[src/rtl/calc_sequencer_pkg.sv]
// Shared state and error-code encodings for the calculator operation sequencer.
// The numeric values are decoded directly by the input, arithmetic and display units.
package calc_sequencer_pkg;

    typedef enum logic [2:0] {
        ST_IDLE    = 3'd0,
        ST_EXECA   = 3'd1,
        ST_CALC    = 3'd2,
        ST_DISPLAY = 3'd3,
        ST_FAULT   = 3'd4
    } state_e;

    typedef enum logic [1:0] {
        ERR_NONE    = 2'b00,
        ERR_INPUT   = 2'b01,
        ERR_CALC    = 2'b10,
        ERR_TIMEOUT = 2'b11
    } err_e;

    function automatic logic is_busy(input state_e s);
        return s inside {ST_EXECA, ST_CALC, ST_DISPLAY};
    endfunction

endpackage

[src/rtl/calc_sequencer_if.sv]
// Handshake and status bundle between the sequencer (slave) and the units/run switch (master).
// Unit done/error levels and run flow in; state bus, start pulses and status flow out.
interface calc_sequencer_if #(
    parameter int CNT_W = 8
);
    import calc_sequencer_pkg::*;

    logic             run;
    logic             inputed;
    logic             input_error;
    logic             calc_done;
    logic             calc_error;
    logic             disp_done;
    state_e           state;
    logic             calc_start;
    logic             disp_start;
    logic             busy;
    logic             fault;
    err_e             err_code;
    logic [CNT_W-1:0] op_count;

    modport master (
        output run, inputed, input_error, calc_done, calc_error, disp_done,
        input  state, calc_start, disp_start, busy, fault, err_code, op_count
    );

    modport slave (
        input  run, inputed, input_error, calc_done, calc_error, disp_done,
        output state, calc_start, disp_start, busy, fault, err_code, op_count
    );
endinterface

[src/rtl/calc_sequencer_watchdog.sv]
// CALC-phase cycle counter, built only when CALC_TIMEOUT_EN is defined; clear dominates enable.
// expired_o is combinational from the count and asserts in the LIMIT-th enabled cycle.
`ifdef CALC_TIMEOUT_EN
module calc_sequencer_watchdog #(
    parameter logic [31:0] LIMIT = 32'd1_000_000
) (
    input  logic clk_i,
    input  logic rst_i,
    input  logic clear_i,
    input  logic en_i,
    output logic expired_o
);
    logic [31:0] cnt_q;

    always_ff @(posedge clk_i or posedge rst_i) begin
        if (rst_i)        cnt_q <= '0;
        else if (clear_i) cnt_q <= '0;
        else if (en_i)    cnt_q <= cnt_q + 32'd1;
    end

    assign expired_o = en_i && (cnt_q == LIMIT - 32'd1);
endmodule
`endif

[src/rtl/calc_sequencer.sv]
// Operation sequencer input->calc->display with abort, fault latch and op counter; CALC_TIMEOUT_EN adds a CALC watchdog.
// Every transition lands one cycle after its input is sampled; all outputs come straight from flops.
module calc_sequencer
    import calc_sequencer_pkg::*;
#(
    parameter logic [31:0] TIMEOUT_CYCLES = 32'd1_000_000,
    parameter int          CNT_W          = 8
) (
    input  logic            clk_i,
    input  logic            rst_i,
    calc_sequencer_if.slave bus
);
    state_e           state_q, state_d;
    err_e             err_q, err_d;
    logic [CNT_W-1:0] cnt_q, cnt_d;
    logic             run_q;
    logic             calc_start_q, disp_start_q, busy_q, fault_q;
    logic             run_rise;
    logic             timeout;

    assign run_rise = bus.run & ~run_q;

`ifdef CALC_TIMEOUT_EN
    calc_sequencer_watchdog #(.LIMIT(TIMEOUT_CYCLES)) u_watchdog (
        .clk_i     (clk_i),
        .rst_i     (rst_i),
        .clear_i   (state_q != ST_CALC),
        .en_i      (state_q == ST_CALC),
        .expired_o (timeout)
    );
`else
    logic unused_timeout_cfg;
    assign unused_timeout_cfg = ^TIMEOUT_CYCLES;
    assign timeout            = 1'b0;
`endif

    // Branch order encodes the priority abort > error > done > timeout.
    always_comb begin
        state_d = state_q;
        err_d   = err_q;
        cnt_d   = cnt_q;
        case (state_q)
            ST_IDLE: begin
                if (run_rise) state_d = ST_EXECA;
            end
            ST_EXECA: begin
                if (!bus.run) begin
                    state_d = ST_IDLE;
                end else if (bus.inputed) begin
                    if (bus.input_error) begin
                        state_d = ST_FAULT;
                        err_d   = ERR_INPUT;
                    end else begin
                        state_d = ST_CALC;
                    end
                end
            end
            ST_CALC: begin
                if (!bus.run) begin
                    state_d = ST_IDLE;
                end else if (bus.calc_done) begin
                    if (bus.calc_error) begin
                        state_d = ST_FAULT;
                        err_d   = ERR_CALC;
                    end else begin
                        state_d = ST_DISPLAY;
                    end
                end else if (timeout) begin
                    state_d = ST_FAULT;
                    err_d   = ERR_TIMEOUT;
                end
            end
            ST_DISPLAY: begin
                if (!bus.run) begin
                    state_d = ST_IDLE;
                end else if (bus.disp_done) begin
                    state_d = ST_IDLE;
                    cnt_d   = cnt_q + 1'b1;
                end
            end
            ST_FAULT: begin
                if (!bus.run) begin
                    state_d = ST_IDLE;
                    err_d   = ERR_NONE;
                end
            end
            default: state_d = ST_IDLE;
        endcase
    end

    always_ff @(posedge clk_i or posedge rst_i) begin
        if (rst_i) begin
            state_q      <= ST_IDLE;
            err_q        <= ERR_NONE;
            cnt_q        <= '0;
            run_q        <= 1'b0;
            calc_start_q <= 1'b0;
            disp_start_q <= 1'b0;
            busy_q       <= 1'b0;
            fault_q      <= 1'b0;
        end else begin
            state_q      <= state_d;
            err_q        <= err_d;
            cnt_q        <= cnt_d;
            run_q        <= bus.run;
            calc_start_q <= (state_d == ST_CALC)    && (state_q != ST_CALC);
            disp_start_q <= (state_d == ST_DISPLAY) && (state_q != ST_DISPLAY);
            busy_q       <= is_busy(state_d);
            fault_q      <= (state_d == ST_FAULT);
        end
    end

    assign bus.state      = state_q;
    assign bus.err_code   = err_q;
    assign bus.op_count   = cnt_q;
    assign bus.calc_start = calc_start_q;
    assign bus.disp_start = disp_start_q;
    assign bus.busy       = busy_q;
    assign bus.fault      = fault_q;
endmodule

[src/flat_wrapper.sv]
// flat-port wrapper written by rule: the top's interface ports become plain ports
module calc_sequencer_flat import calc_sequencer_pkg::*;
#(
    parameter logic [31:0] TIMEOUT_CYCLES = 32'd1_000_000,
    parameter int          CNT_W          = 8
)
  (clk_i, rst_i, bus_run, bus_inputed, bus_input_error, bus_calc_done, bus_calc_error, bus_disp_done, bus_state, bus_calc_start, bus_disp_start, bus_busy, bus_fault, bus_err_code, bus_op_count);
  calc_sequencer_if #(.CNT_W(CNT_W)) bus_i ();
  input  logic clk_i;
  input  logic rst_i;
  input wire logic [$bits(bus_i.run)-1:0] bus_run;
  input wire logic [$bits(bus_i.inputed)-1:0] bus_inputed;
  input wire logic [$bits(bus_i.input_error)-1:0] bus_input_error;
  input wire logic [$bits(bus_i.calc_done)-1:0] bus_calc_done;
  input wire logic [$bits(bus_i.calc_error)-1:0] bus_calc_error;
  input wire logic [$bits(bus_i.disp_done)-1:0] bus_disp_done;
  output wire logic [$bits(bus_i.state)-1:0] bus_state;
  output wire logic [$bits(bus_i.calc_start)-1:0] bus_calc_start;
  output wire logic [$bits(bus_i.disp_start)-1:0] bus_disp_start;
  output wire logic [$bits(bus_i.busy)-1:0] bus_busy;
  output wire logic [$bits(bus_i.fault)-1:0] bus_fault;
  output wire logic [$bits(bus_i.err_code)-1:0] bus_err_code;
  output wire logic [$bits(bus_i.op_count)-1:0] bus_op_count;
  assign bus_i.run = bus_run;
  assign bus_i.inputed = bus_inputed;
  assign bus_i.input_error = bus_input_error;
  assign bus_i.calc_done = bus_calc_done;
  assign bus_i.calc_error = bus_calc_error;
  assign bus_i.disp_done = bus_disp_done;
  assign bus_state = bus_i.state;
  assign bus_calc_start = bus_i.calc_start;
  assign bus_disp_start = bus_i.disp_start;
  assign bus_busy = bus_i.busy;
  assign bus_fault = bus_i.fault;
  assign bus_err_code = bus_i.err_code;
  assign bus_op_count = bus_i.op_count;
  calc_sequencer #(.TIMEOUT_CYCLES(TIMEOUT_CYCLES), .CNT_W(CNT_W)) u_core (.clk_i(clk_i), .rst_i(rst_i), .bus(bus_i));
endmodule
[config.mk]
export PLATFORM = sky130hd
export DESIGN_NAME = calc_sequencer_flat
export DESIGN_NICKNAME = d
export VERILOG_FILES = /design/src/rtl/calc_sequencer_pkg.sv /design/src/rtl/calc_sequencer_if.sv /design/src/rtl/calc_sequencer_watchdog.sv /design/src/rtl/calc_sequencer.sv /design/src/flat_wrapper.sv
export SDC_FILE = /design/constraint.sdc
export NUM_CORES = 1
export LEC_CHECK = 0
export BUFFER_PORTS_ARGS = -buffer_cell sky130_fd_sc_hd__buf_4
export CAP_MARGIN = 20
export CORE_MARGIN = 2
export CORE_UTILIZATION = 41
export DETAILED_ROUTE_END_ITERATION = 6
export GPL_ROUTABILITY_DRIVEN = 0
export GPL_TIMING_DRIVEN = 0
export PLACE_DENSITY_LB_ADDON = 0.05
export SYNTH_ARGS = -nofsm -noshare
export SYNTH_HDL_FRONTEND = slang
export SYNTH_SLANG_ARGS = --single-unit
[constraint.sdc]
create_clock -name clk_i -period 3.03 [get_ports clk_i]
set_input_delay 0.303 -clock clk_i [delete_from_list [all_inputs] [get_ports clk_i]]
set_output_delay 0.303 -clock clk_i [all_outputs]
set_load 0.05 [all_outputs]
Word level (Yosys, flattened, before mapping)
Index checks and enable logic that the tools add are counted.

cells by class
  add/sub/neg operators = 1
  eq/ne operators = 17
  multiplexer cells = 19
  bitwise gates (word level) = 2
  reduce and logical (&&, ||, !) cells = 7

operator list
  kind                                                                      count
  3-bit two-way mux                                                         10
  3-bit one-hot mux with 5 select lines                                     1
  2-bit two-way mux                                                         7
  2-bit inequality test (second input constant)                             7
  3-bit by 2-bit == test with 1-bit output (second input constant)          4
  8-bit by 1-bit adder with 8-bit output (second input constant)            1
  8-bit AND reduction                                                       1
  3-bit by 1-bit == test with 1-bit output (second input constant)          2
  3-bit == test (second input constant)                                     2
  3-bit by 2-bit inequality test with 1-bit output (second input constant)  2
  2-bit one-hot mux with 3 select lines                                     1
  3-bit nonzero test                                                        2
  3-bit zero test                                                           1
  3-bit AND reduction                                                       1
  1-bit logical AND                                                         2
  1-bit AND                                                                 1
  1-bit inverter                                                            1

word-level totals
  register bits = 18
  input bits = 8
  output and inout port bits = 17
  logic and storage cells = 54

Longest topological paths before layout
Gate-level depths: netlist of run 1.

  word-level depth = 6
  depth in mapped cells = 5
  gate-level depth less buffers = 4

Least setup slack after synthesis of run 1
OpenSTA, ideal clock, no wires.

  kind = register to register
  start point = reg u_core.state_q[1], in the netlist u_core.bus.state[1]
  end point = reg u_core.err_q[0], in the netlist u_core.bus.err_code[0]
  setup time = 0.129 ns
  data arrival time = 1.631 ns
  data required time = 2.901 ns
  slack = 1.270 ns
  cell stages (with the launch flop) = 6
  buffers on the path = 1
  clock period less this slack = 1.760 ns
  path through = dfrtp_1 -> buf_4 -> or4bb_1 -> o211a_2 -> o21ai_1 -> o21ai_0

between the ends
  word-level cells in the longest chain between the ends = 3

RTL lines
  what                                                                          line                   source
  from (decl)                                                                   calc_sequencer.sv:13   state_e state_q, state_d;
  from (signal assigned)                                                        calc_sequencer.sv:102  state_q <= state_d;
  3-bit by 2-bit == test with 1-bit output (tied with other cells)              calc_sequencer.sv:42   case (state_q)
  2-bit inequality test (no line) / 3-bit nonzero test (equally long branches)  --
  8-bit AND reduction (no line)                                                 --
  to (signal assigned)                                                          calc_sequencer.sv:103  err_q <= err_d;
  to (decl)                                                                     calc_sequencer.sv:14   err_e err_q, err_d;

Parallel ways exist; a longest one is shown, timed or not.
A chain may end at the register's enable or synchronous reset.

Worst setup path in the final report of run 1
  start point = reg u_core.state_q[2], in the netlist u_core.bus.state[2]
  end point = reg u_core.cnt_q[1], in the netlist u_core.bus.op_count[1]

between the ends
  word-level cells in the longest chain between the ends = 2

RTL lines
  what                                      line                   source
  3-bit by 2-bit == test with 1-bit output  calc_sequencer.sv:42
  3-bit AND reduction (no line)             --
  to (signal assigned)                      calc_sequencer.sv:104  cnt_q <= cnt_d;
  to (decl)                                 calc_sequencer.sv:15   logic [CNT_W-1:0] cnt_q, cnt_d;

No other way between the ends.

==> results of run 1 <==
## flip-flops by register name (all words and copies together), names as in the netlist
| name | cells |
|---|---|
| u_core.bus.state | 3 |
| u_core.bus.fault | 1 |
| u_core.run_q | 1 |
| u_core.bus.err_code | 2 |
| u_core.bus.busy | 1 |
| u_core.bus.disp_start | 1 |
| u_core.bus.calc_start | 1 |
| u_core.bus.op_count | 8 |
## final timing paths
| path | to | slack, ns | from | cells after the start |
|---|---|---|---|---|
| max in group asynchronous | u_core.bus.op_count[5] | 2.48 | rst_i | 2 |
| worst min register to register | u_core.bus.op_count[7] | 0.48 | u_core.bus.op_count[7] | 1 |
| worst min-delay path | u_core.bus.op_count[6] | 0.11 | rst_i | 2 |
| worst max-delay path | u_core.bus.op_count[1] | 1.43 | u_core.bus.state[2] | 4 |
| worst max register to register | u_core.bus.op_count[1] | 1.43 | u_core.bus.state[2] | 4 |
| min in group clk_i | u_core.run_q | 0.15 | bus_run | 1 |
## through the flow
stage | instance area (sq um) | utilization [%] | std cells | setup WS [ns]
2_1_floorplan | 842 | - | 73 | 1.27
3_3_place_gp | 1060 | 54.4 | 124 | 1.43
3_5_place_dp | 1060 | 54.4 | 124 | 1.45
4_1_cts | 1090 | 56.3 | 128 | 1.43
5_1_grt | 1090 | 56.3 | 128 | 1.33
6_report | 1090 | 56.3 | 128 | 1.43
## routing by layer
metal	vias to the layer above	wire length, um	GRT usage (%)
met5	-	0	0
met3	4	98	4.29
li1	321	-	-
met4	0	31	8.57
met2	16	636	20.5
met1	293	762	19.9
## area by class of cell
| type | count | share of cell area, % |
|---|---|---|
| flip-flops and latches | 18 | 41.2 |
| multi-input cells | 50 | 33.0 |
| repair buffers | 24 | 16.5 |
| clock buffers | 4 | 3.32 |
| well taps | 27 | 3.09 |
| plain buffers | 3 | 2.18 |
| inverters | 2 | 0.687 |
## where the power goes
group / leakage [uW] / switching, uW / total (uW) / internal, uW
combinational: 0.000270 / 83.0 / 125 / 41.9
sequential: 0.000244 / 8.60 / 264 / 255
clock: 0.0000210 / 74.6 / 148 / 73.2
total: 0.000535 / 166 / 537 / 370
## logic make-up (layout without fill, tap and decap cells)
| family | after synthesis | after routing | share of synthesized area [%] |
|---|---|---|---|
| buffers and inverters | 5 | 33 | 3.71 |
| adders and majority gates | 1 | 1 | 1.49 |
| AOI/OAI and AO/OA | 10 | 10 | 8.17 |
| DFF | 18 | 18 | 53.5 |
| muxes | 2 | 2 | 4.46 |
| and+or+nand+nor | 30 | 30 | 21.4 |
| xor gates and xnor gates | 7 | 7 | 7.28 |
## worst reg2reg max path: cells and delay by family, from the launching register on
family / cells / cell delay (ns)
buffers and inverters: 1 / 0.17
DFF: 1 / 0.46
muxes: 1 / 0.38
and+or+nand+nor: 2 / 0.50
## cell usage in the layout (no fill, tap or decap), drive strengths merged, types with 2 or more instances in the layout
cell    synthesis  final
a21oi           2      2
and3            2      2
buf             3     27
clkbuf          0      4
dfrtp          18     18
inv             2      2
nand2           4      4
nand2b          4      4
nand3           2      2
nand4           3      3
nand4b          2      2
nor2            6      6
o21a            3      3
o21ai           2      2
xnor2           6      6
==> impl_summary.txt, run 1 <==
----------------------------------------------------
[Run status]
  Result of the run ... finished clean

[Synth]
  Share of async-settable or async-resettable flops after synthesis ... 100%
  Cell types with the largest area share after synthesis ... dfrtp_1 (53%), xnor2_1 (6.2%), mux4_1 (3.1%)
  Synth Flop Type ... dfrtp_1
  Count leader, synth ... dfrtp_1
  Post-synth top area share ... 53.5%
  Synth Net Count ... 82
  Portion of the post-synthesis area used by sequential elements ... 53.5%
  Syn Area/Cell ... between 10 and 15 sq um
  Mapped Area ... 842 sq um
  Count of state elements after synthesis ... 18
  Synth cell types ... 32
  Total number of yosys warnings ... 0
  Top cells by count, synth ... dfrtp_1 (18), xnor2_1 (6), nor2_1 (5)
  Cell taking the most area after synthesis ... dfrtp_1
  Post-Synthesis Cells ... 73
  Number of enable-type register cells in the synthesized netlist ... 0

[Final layout]
  Fill cell instance count of the final layout ... 190
  Number of antenna diodes ... 0
  Synthesis-to-finish area growth ... 29.7%
  Multi-input gate area ... between 300 and 400 sq um
  Total Nets Final ... 111
  Share of post-route cells with drive strength above 1 ... 33.7%
  Area taken by flip-flops and latches ... 450 sq um

[Timing]
  Final max-slew violation count ... 0
  Final hold vios ... 0
  Final critical path time including I/O delays and setup ... 1.60 ns
  Worst hold slack across all endpoints ... 0.107 ns
  Final setup vio count ... 0
  Peak Freq ... 624 MHz
  Clock tree skew after final layout ... 0.00370 ns
  Setup repair after global routing missed its margin ... false
  Slew @ Worst Pin ... 0.687 ns
  Relative slew slack ... 54.1%
  Setup TNS after final layout ... 0 ns
  Part of the cycle the worst path needs ... between 50 and 60%

[Drt]
  Final routed DRC violation total ... 0
  Detailed-route wire length ... between 1500 and 2000 um
  ANT nets after route ... 0
  Number of search-and-repair iterations in the first detailed-routing pass ... 4
  Per-cell routed wire length ... roughly 12 um
  Detailed router's first-iteration violation count ... 5
  Post-DR vias/cell ... 4.95
  Vias after detailed routing ... 634

[Pwr]
  Total power divided by cell area ... 491 nW/um^2
  Post-route total power ... 537 uW
  Standby leakage power ... 0.000535 uW
  VDD IR max ... 311 uV

[Floorplan]
  Die boundary height ... just under 50 um
  Width of the die ... 49.3 um
  Boundary Pins ... 25
  Initial core utilization ... ~43%
  Standard-cell rows ... 16
  Placeable Area ... 1940 sq um
  DIE AREA ... 2430 sq um

[Critical path]
  Capturing element type of the critical path ... register
  Buffers & Inverters on Critical Path ... 1
  CP max FO ... 9
  CP required ... approximately 3.2 ns
  Worst EP arrival ... roughly 1.8 ns
  CP delay by family, top ... simple AND/OR/NAND/NOR gates
  Kind of launch point of the worst setup path ... register
  Worst-path cell chain ... nand2b_1 -> buf_2 -> nor2_2 -> mux2_2
  CP peak stage delay ... ~0.46 ns
  Crit Path Category ... register to register
  Crit path max-delay cell type ... dfrtp_1

[Placement]
  HPWL after detailed placement ... 1100 um
  Number of port buffers ... 24

[Clocking]
  Number of buffers added by the clock tree synthesis step ... 3
  CTS Root Cell ... clkbuf_4
  TritonCTS Sinks ... 18
  Clock latency of the later-clocked register in the worst-skew pair ... 0.29 ns
  Number of gates resized after cts ... 0
  Worst-path clk slew ... around 0.10 ns
  H-tree levels ... 1
  Post-CTS setup buffer count ... 0
  Quantity of hold-fixing buffers added after cts ... 0
  CTS tree ... done
  Max clock buf depth ... 2

[GRT]
  GRT Total Usage ... approximately 15%
  Congestion Overflow GR ... 0
  Initial antenna violation count ... 0
  Pin count of the biggest net entering global routing ... 19
  Number of global-route vias before repair ... 587
  Wire length of the first global-routing pass ... 2670 um

[Hold path]
  Kind of path behind the tightest hold check ... input pin to async pin

[Run]
  Max-cap viol count ... 0

----------------------------------------------------
(Power assumes the default switching activity.)
==> run 2, diff against run 1 <==
clock period = 1.4 ns   (was 3.03 ns; I/O delays follow)
==> impl_summary.txt, run 2 (synthesis gave the netlist of run 1 again) <==
----------------------------------------------------
[Floorplan]
  Boundary Pins ... 25
  Initial core utilization ... 43.4%
  Standard-cell rows ... 16
  Width of the die ... 49.3 um
  Placeable Area ... 1940 sq um
  DIE AREA ... 2430 sq um
  Die boundary height ... roughly 50 um

[Timing]
  Final critical path time including I/O delays and setup ... 1.45 ns
  Final hold vios ... 0
  Final max-slew violation count ... 0
  Worst hold slack across all endpoints ... 0.0809 ns
  Clock tree skew after final layout ... between 0.0006 and 0.0007 ns
  PnR worst setup slack ... -0.0467 ns
  Relative slew slack ... between 50% and 60%
  Peak Freq ... 691 MHz
  Final setup vio count ... 2
  Slew @ Worst Pin ... 0.677 ns
  Setup repair after global routing missed its margin ... true
  Part of the cycle the worst path needs ... 103%

[Drt]
  Final routed DRC violation total ... 0
  Detailed-route wire length ... about 1700 um
  ANT nets after route ... 0
  Vias after detailed routing ... 673
  Post-DR vias/cell ... between 4 and 5
  Per-cell routed wire length ... roughly 13 um
  Number of search-and-repair iterations in the first detailed-routing pass ... 3
  Detailed router's first-iteration violation count ... 12

[Placement]
  Worst Setup Slack post-DPL ... -0.174 ns
  Cell Area, Placed ... 1060 sq um
  HPWL after detailed placement ... 1140 um
  Dpl cells ... 124
  Number of port buffers ... 24

[Clocking]
  H-tree levels ... 1
  CTS tree ... done
  CTS Root Cell ... clkbuf_4
  TritonCTS Sinks ... 18
  Number of buffers added by the clock tree synthesis step ... 3
  Max clock buf depth ... 2
  Worst-path clk slew ... 0.10 ns
  Clock latency of the later-clocked register in the worst-skew pair ... 0.29 ns

[Critical path]
  Capturing element type of the critical path ... register
  Kind of launch point of the worst setup path ... register
  Worst-path cell chain ... or4bb_1 -> o211a_4 -> o22a_1
  CP max FO ... 6
  CP required ... 1.59 ns
  Crit path max-delay cell type ... or4bb_1
  Worst EP arrival ... 1.64 ns
  CP peak stage delay ... 0.54 ns
  Crit Path Category ... register to register

[Final layout]
  Total Nets Final ... ~120
  Non-filler instance count after layout ... 135
  Share of post-route cells with drive strength above 1 ... 40.7%
  Number of flip-flops in the largest register ... 8
  Number of antenna diodes ... 0
  Synthesis-to-finish area growth ... 40.1%
  Most frequent cells in the layout ... buf_4 (30), dfrtp_1 (15), xnor2_1 (6)
  Layout Cell Area excl Fill ... 1180 sq um
  Most common library cell in the layout ignoring fill and taps ... buf_4

[Run status]
  Violated checks ... setup timing
  Result of the run ... complete, but fails checks

[GRT]
  Congestion Overflow GR ... 0
  Wire length of the first global-routing pass ... approximately 2900 um
  Initial antenna violation count ... 0
  GRT Total Usage ... 15.9%
  Number of global-route vias before repair ... approximately 660
  Pin count of the biggest net entering global routing ... 19

[Pwr]
  Total power divided by cell area ... around 1000 nW/um^2
  VDD IR max ... 736 uV
  Post-route total power ... approximately 1200 uW
  Standby leakage power ... 0.000563 uW

[Hold path]
  Kind of path behind the tightest hold check ... input pin to register

[Run]
  Max-cap viol count ... 0

----------------------------------------------------
==> run 2: cell count changes in the layout (fill, tap and decap cells not counted), sizes merged <==
cell | previous run | this run
buf | 27 | 30
dlygate4sd3 | 0 | 4
==> run 2: power breakdown <==
| group | switching (uW) | leakage [uW] | internal, uW | total [uW] |
|---|---|---|---|---|
| sequential | 23.4 | 0.000239 | 553 | 577 |
| clock | 163 | 0.0000210 | 159 | 322 |
| combinational | 186 | 0.000303 | 106 | 291 |
==> run 2: final timing paths <==
path                                             start                endpoint  slack, ns  cells after the start
worst max-delay path               u_core.bus.state[2]  u_core.bus.err_code[1]      -0.05                      3
worst min-delay path                     bus_calc_done   u_core.bus.disp_start       0.08                      3
worst max register to register     u_core.bus.state[2]  u_core.bus.err_code[1]      -0.05                      3
worst min register to register  u_core.bus.op_count[7]  u_core.bus.op_count[7]       0.49                      1
max in group asynchronous                        rst_i     u_core.bus.state[2]       0.43                      3
min in group asynchronous                        rst_i         u_core.bus.busy       0.50                      3
==> run 2: worst max-delay path: cells and delay by family (launching register included) <==
family / cells / cell delay (ns)
AOI/OAI and AO/OA: 2 / 0.36
DFF: 1 / 0.44
and+or+nand+nor: 1 / 0.54
==> run 2: routing by layer <==
metal  up-vias  wire [um]  GRT usage (%)
met2        16        825           25.2
met3         5         74           3.07
met1       323        802           20.4
met4         0         42           8.57
li1        329          -              -
met5         -          0              0
==> run 2: layout make-up <==
type	count	area (sq um)
multi-input cells	50	383
fillers	180	762
flip-flops and latches	18	454
inverters	2	7.51
clock buffers	4	36.3
well taps	27	33.8
plain buffers	1	7.51
repair buffers	33	258
==> run 2: what timing repair did <==
action                                  in CTS  in global routing
resized for setup                            5                  3
endpoints found under the setup margin       9                 10
buffers inserted                             4                  1
endpoints found under the hold margin       21                  0
pin swaps                                    5                  3
hold buffers                                 4                  0
==> run 2: metrics by stage <==
| step | setup TNS, ns | utilization [%] |
|---|---|---|
| after global routing | -0.280 | 60.8 |
| after CTS | -0.117 | 60.2 |
| after global placement | -0.854 | 54.8 |
| after detailed placement | -0.911 | 54.8 |
| after floorplan | -1.26 | - |
| final | -0.0853 | 60.8 |
